File: config.mk
export PLATFORM = sky130hd
export DESIGN_NAME = key_event_gen
export DESIGN_NICKNAME = d
export VERILOG_FILES = /design/src/rtl/key_event_gen.sv
export SDC_FILE = /design/constraint.sdc
export NUM_CORES = 1
export LEC_CHECK = 0
export BUFFER_PORTS_ARGS = -buffer_cell sky130_fd_sc_hd__buf_2
export CORE_ASPECT_RATIO = 0.9
export CORE_MARGIN = 2
export CORE_UTILIZATION = 41
export CTS_BUF_LIST = sky130_fd_sc_hd__clkbuf_4 sky130_fd_sc_hd__clkbuf_8 sky130_fd_sc_hd__clkbuf_16
export CTS_CLUSTER_SIZE = 14
export DETAILED_ROUTE_END_ITERATION = 10
export HOLD_SLACK_MARGIN = 0.02
export PLACE_DENSITY = 0.59
export SYNTH_ARGS = -nofsm -noshare
export SYNTH_HDL_FRONTEND = slang
export SYNTH_SLANG_ARGS = --single-unit
File: constraint.sdc
create_clock -name clk -period 2.2 [get_ports clk]
set_input_delay 0.22 -clock clk [delete_from_list [all_inputs] [get_ports clk]]
set_output_delay 0.22 -clock clk [all_outputs]
set_load 0.03 [all_outputs]
File: src/rtl/key_event_gen.sv
// Turns a debounced key level into one-cycle press/release/click/long-press/repeat pulses.
// All outputs come from flops; the event decode is a small three-state FSM with a hold counter.
module key_event_gen #(
  parameter int unsigned LONG_CYC   = 25000000,
  parameter int unsigned REPEAT_CYC = 5000000,
  parameter int unsigned CNT_W      = 32
) (
  input  logic clk,
  input  logic rst,
  input  logic key_level,
  input  logic en,
  output logic held,
  output logic press,
  output logic release_evt,
  output logic click,
  output logic long_press,
  output logic repeat_evt
);

  typedef enum logic [1:0] {IDLE, SHORT, LONG} state_t;

  localparam logic [CNT_W-1:0] LONG_TH = CNT_W'(LONG_CYC);
  localparam logic [CNT_W-1:0] REP_TH  = CNT_W'(REPEAT_CYC);
  localparam logic [CNT_W-1:0] CNT_ONE = CNT_W'(1);

  state_t           state_q, state_n;
  logic [CNT_W-1:0] hold_cnt, cnt_n;
  logic             key_d;
  logic             rise, fall;

  // {press, release, click, long_press, repeat}
  logic [4:0]       ev_p0;
  logic [4:0]       ev_p1;

  // stage p0: edge detect and next-state / event decode
  always_comb begin
    rise    = key_level & ~key_d;
    fall    = ~key_level & key_d;
    state_n = state_q;
    cnt_n   = hold_cnt;
    ev_p0   = 5'b00000;
    unique case (state_q)
      IDLE: begin
        cnt_n = '0;
        if (rise) begin
          ev_p0[4] = 1'b1;
          cnt_n    = CNT_ONE;
          state_n  = SHORT;
        end
      end
      SHORT: begin
        if (fall) begin
          ev_p0[3] = 1'b1;
          ev_p0[2] = 1'b1;
          cnt_n    = '0;
          state_n  = IDLE;
        end else if (hold_cnt == LONG_TH) begin
          ev_p0[1] = 1'b1;
          cnt_n    = CNT_ONE;
          state_n  = LONG;
        end else begin
          cnt_n = hold_cnt + CNT_ONE;
        end
      end
      LONG: begin
        // a release on the threshold cycle suppresses the repeat
        if (fall) begin
          ev_p0[3] = 1'b1;
          cnt_n    = '0;
          state_n  = IDLE;
        end else if (hold_cnt == REP_TH) begin
          ev_p0[0] = 1'b1;
          cnt_n    = CNT_ONE;
        end else begin
          cnt_n = hold_cnt + CNT_ONE;
        end
      end
      default: begin
        cnt_n   = '0;
        state_n = IDLE;
      end
    endcase
  end

  // stage p1: registered state, counter and gated pulses
  always_ff @(posedge clk or posedge rst) begin
    if (rst) begin
      state_q  <= IDLE;
      hold_cnt <= '0;
      key_d    <= 1'b0;
      ev_p1    <= 5'b00000;
    end else begin
      state_q  <= state_n;
      hold_cnt <= cnt_n;
      key_d    <= key_level;
      ev_p1    <= ev_p0 & {5{en}};
    end
  end

  assign held        = key_d;
  assign press       = ev_p1[4];
  assign release_evt = ev_p1[3];
  assign click       = ev_p1[2];
  assign long_press  = ev_p1[1];
  assign repeat_evt  = ev_p1[0];

endmodule

==> summary.md <==
| Metric | Value |
|---|---|
| Clk buf depth | `2` |
| Peak VDD IR | `0.483 mV` |
| CTS clk-pin slew, worst paths | `0.08 ns` |
| Leak | `1.01 nW` |
| R2R cell count | `5` |
| Worst Setup Start Kind | `flip-flop` |
| HPWL Detailed | `3760 microns` |
| Htree depth | `2` |
| Fmax achieved | `480 MHz` |
| Setup Total Neg Slack | `0 ns` |
| Core Box Area | `5760 sq um` |
| Vias in the first global route | `1929` |
| Nature of the critical path endpoint | `flip-flop` |
| Run status | `completed` |
| CP max FO | `9` |
| GRT Total Usage | `0.182` |
| Cell Chain, Critical Path | `ha_1 -> nand3_2 -> or3_1 -> or4_4 -> a221oi_2` |
| Clk_lat worst skew | `0.29 ns` |
| Crit path max-delay family | `simple AND/OR/NAND/NOR gates` |
| CP Capture Point | `hold_cnt[30]` |
| Post_cts resized | `0` |
| First-pass GRT wire length | `9740 microns` |
| Largest net degree at the start of global routing | `41` |
| Hold Vio Cnt, Final | `0` |
| Worst-margin pin slew | `0.517 ns` |
| Clk sinks | `40` |
| Area of the multi-input gates | `1340 sq um` |
| Place WS | `0.137 ns` |
| IO buf count | `9` |
| Tcrit/Tclk final | `0.946` |
| Vias per std cell | `6.17` |
| Util after Layout | `0.482` |
| Worst r2r dst | `hold_cnt[30]` |
| Worst EP required | `2.41 ns` |
| Die span in y | `77.7 microns` |
| CP Buf/Inv Count | `0` |
| Total wire length | `5690 microns` |
| Layout fillers | `542` |
| Synth unique cells | `42` |
| Clock Skews | `0.0119 ns` |
| TritonCTS Buffers | `5` |
| RR Startpoint | `hold_cnt[0]` |
| Routed via count | `2049` |
| Synth Instances | `244` |
| Hold_ws | `0.0325 ns` |
| Share of cells above drive strength 1 | `0.221` |
| Post-CTS Setup Bufs | `0` |
| Starting density of the core | `0.430` |
| I/O pin cnt | `10` |
| CP max-delay cell | `or4_4` |
| WP depth | `5` |
| Relative slew slack | `0.655` |
| Cts hold-fix bufs | `0` |
| Max_cap viols | `0` |
| Worst endpoint data arrival time | `2.29 ns` |
| Yosys warning count | `0` |
| Num rows | `26` |
| Die Area | `6680 sq um` |
| Root buffer cell | `clkbuf_8` |
| Setup WS post-layout | `0.118 ns` |
| RePlAce Congestion | `0.809` |
| 1st-pass router iterations | `6` |
| Mapped cell area | `2480 sq um` |
| Fin nets | `272` |
| Layout Area Growth over Synthesis | `12.2%` |
| Final Power | `1.60 mW` |
| Antenna diodes | `0` |
| Slowest stage delay, CP | `0.52 ns` |
| R2R Setup Slk | `0.12 ns` |
| Pins Over Slew Limit | `0` |
| RSZ-0062 raised after global routing | `no` |
| Seq. cell area | `1000 sq um` |
| Pwr Density | `577 nW/um^2` |
| Crit path kind | `flip-flop to flip-flop` |
| Synth Register Bits | `40` |
| Width of the die | `85.9 microns` |
| Final ANT Viol Nets | `0` |
| Min-Delay Path Class | `input port to async pin` |
| 1st-iter DRT viols | `134` |
| Syn Nets | `254` |
| Register area share after synthesis | `0.404` |
| Crit path from | `hold_cnt[0]` |
| Initial antenna violation count | `0` |
| CTS tree | `built` |
| Final setup viols | `0` |
| GRT overflow | `0` |
| Period minus WS final | `2.08 ns` |
| Average size of a mapped cell | `10.1 sq um` |
| Remaining DRCs | `0` |
| Wirelength per Cell | `17.1 microns` |
-- cell usage after synthesis --
cell type      count  area, sq um
nor2_1             4         15.0
a221oi_1           5         43.8
nand4_2            1         12.5
or4_1              9         67.6
nor4_1             6         37.5
clkbuf_1           7         26.3
buf_2              7         35.0
o2bb2ai_1          1         8.76
nor2b_1            2         12.5
or4_4              3         33.8
buf_6              3         33.8
nand2_1           13         48.8
and2_1             5         31.3
o311a_1            1         10.0
ha_1               6         75.1
nor4bb_1           1         10.0
xor2_1             4         35.0
inv_1             11         41.3
or3_1              7         43.8
or3_2              1         7.51
nor3_1             5         25.0
dlygate4sd3_1      1         10.0
dfrtp_1           40         1000
nand3_1            9         45.0
o31a_1             1         8.76
nand3_2            2         20.0
a211oi_1          16          120
a221oi_2          11          165
buf_1              1         3.75
o21ai_0            7         35.0
and4b_1            1         10.0
o22a_1             1         8.76
a221o_1            1         10.0
nand2b_1           1         6.26
xnor2_1           10         87.6
nor3b_1            1         7.51
and3_1             4         25.0
o21ai_1            1         5.00
and4_1             5         43.8
nand4_1           12         75.1
o31ai_1           12         90.1
nor4b_1            5         43.8
-- sequential cells by signal, summed over array words and instances (netlist names) --
register and count:
state_q 2, held 1, hold_cnt 32, ev_p1 5
-- cell families (layout without fill, tap and decap cells) --
logic type                 after synthesis  after routing  share of synthesized area
DFF                                     40             40                      0.404
buffers and inverters                   30             48                     0.0606
and+or+nand+nor                         97             97                      0.251
xor gates and xnor gates                14             14                     0.0495
adders and majority gates                6              6                     0.0303
AOI/OAI and AO/OA                       57             57                      0.204
-- area by class of cell --
class / count / share of cell area
clock buffers: 6 / 0.0275
clock inverters: 1 / 0.00180
inverters: 11 / 0.0149
multi-input cells: 174 / 0.482
flip-flops and latches: 40 / 0.360
well taps: 70 / 0.0315
repair buffers: 30 / 0.0820
-- worst min path at each step --
stage	endpoint	slack [ns]	from
2_1_floorplan	held	0.25	key_level
3_3_place_gp	hold_cnt[23]	0.37	rst
3_5_place_dp	hold_cnt[23]	0.37	rst
4_1_cts	hold_cnt[23]	0.05	rst
5_1_grt	held	0.07	key_level
6_report	hold_cnt[25]	0.03	rst
-- worst register-to-register path: cells and delay by family, from the launching register on --
kind | cells | cell delay (ns)
flip-flops | 1 | 0.43
adder cells (fa/ha/maj) | 1 | 0.23
AO/OA/AOI/OAI | 1 | 0.25
AND/OR/NAND/NOR | 3 | 1.10
-- through the flow --
stage	std cells	instance area, sq um
floorplan	244	2480
global placement	325	2690
detailed placement	325	2690
CTS	332	2770
global route	332	2780
finish	332	2780
-- layer usage --
metal | share of wire | GRT usage | wire, microns | vias up
li1 | - | - | - | 993
met1 | 0.49 | 0.273 | 2810 | 996
met2 | 0.44 | 0.268 | 2500 | 53
met3 | 0.058 | 0.0351 | 328 | 7
met4 | 0.0088 | 0.0413 | 50 | 0
met5 | 0 | 0 | 0 | -
-- power breakdown --
group	switching (mW)	leakage, nW	total (mW)	internal, mW
Clock	0.253	0.0445	0.481	0.228
Combinational	0.206	0.410	0.332	0.126
Sequential	0.0281	0.553	0.789	0.761
-- cell usage in the layout (no fill, tap or decap), types with 2 or more instances in the layout --
cell / netlist / routed
dfrtp_1: 40 / 40
and2_1: 5 / 5
nor3_1: 5 / 5
ha_1: 6 / 6
nand2_1: 13 / 13
o21ai_0: 7 / 6
nor2b_1: 2 / 2
buf_4: 0 / 19
o21ai_2: 0 / 2
buf_12: 0 / 2
a221oi_1: 5 / 5
a221oi_2: 11 / 11
nor4_1: 6 / 6
nand3_2: 2 / 2
clkbuf_8: 0 / 5
nor2_1: 4 / 4
a211oi_1: 16 / 16
inv_1: 11 / 10
nand4_1: 12 / 12
xor2_1: 4 / 4
or4_4: 3 / 3
nand3_1: 9 / 9
or3_1: 7 / 7
and3_1: 4 / 4
or4_1: 9 / 9
and4_1: 5 / 5
buf_2: 7 / 9
nor4b_1: 5 / 4
xnor2_1: 10 / 10
o31ai_1: 12 / 12
Power figures use the tool's default switching activity.
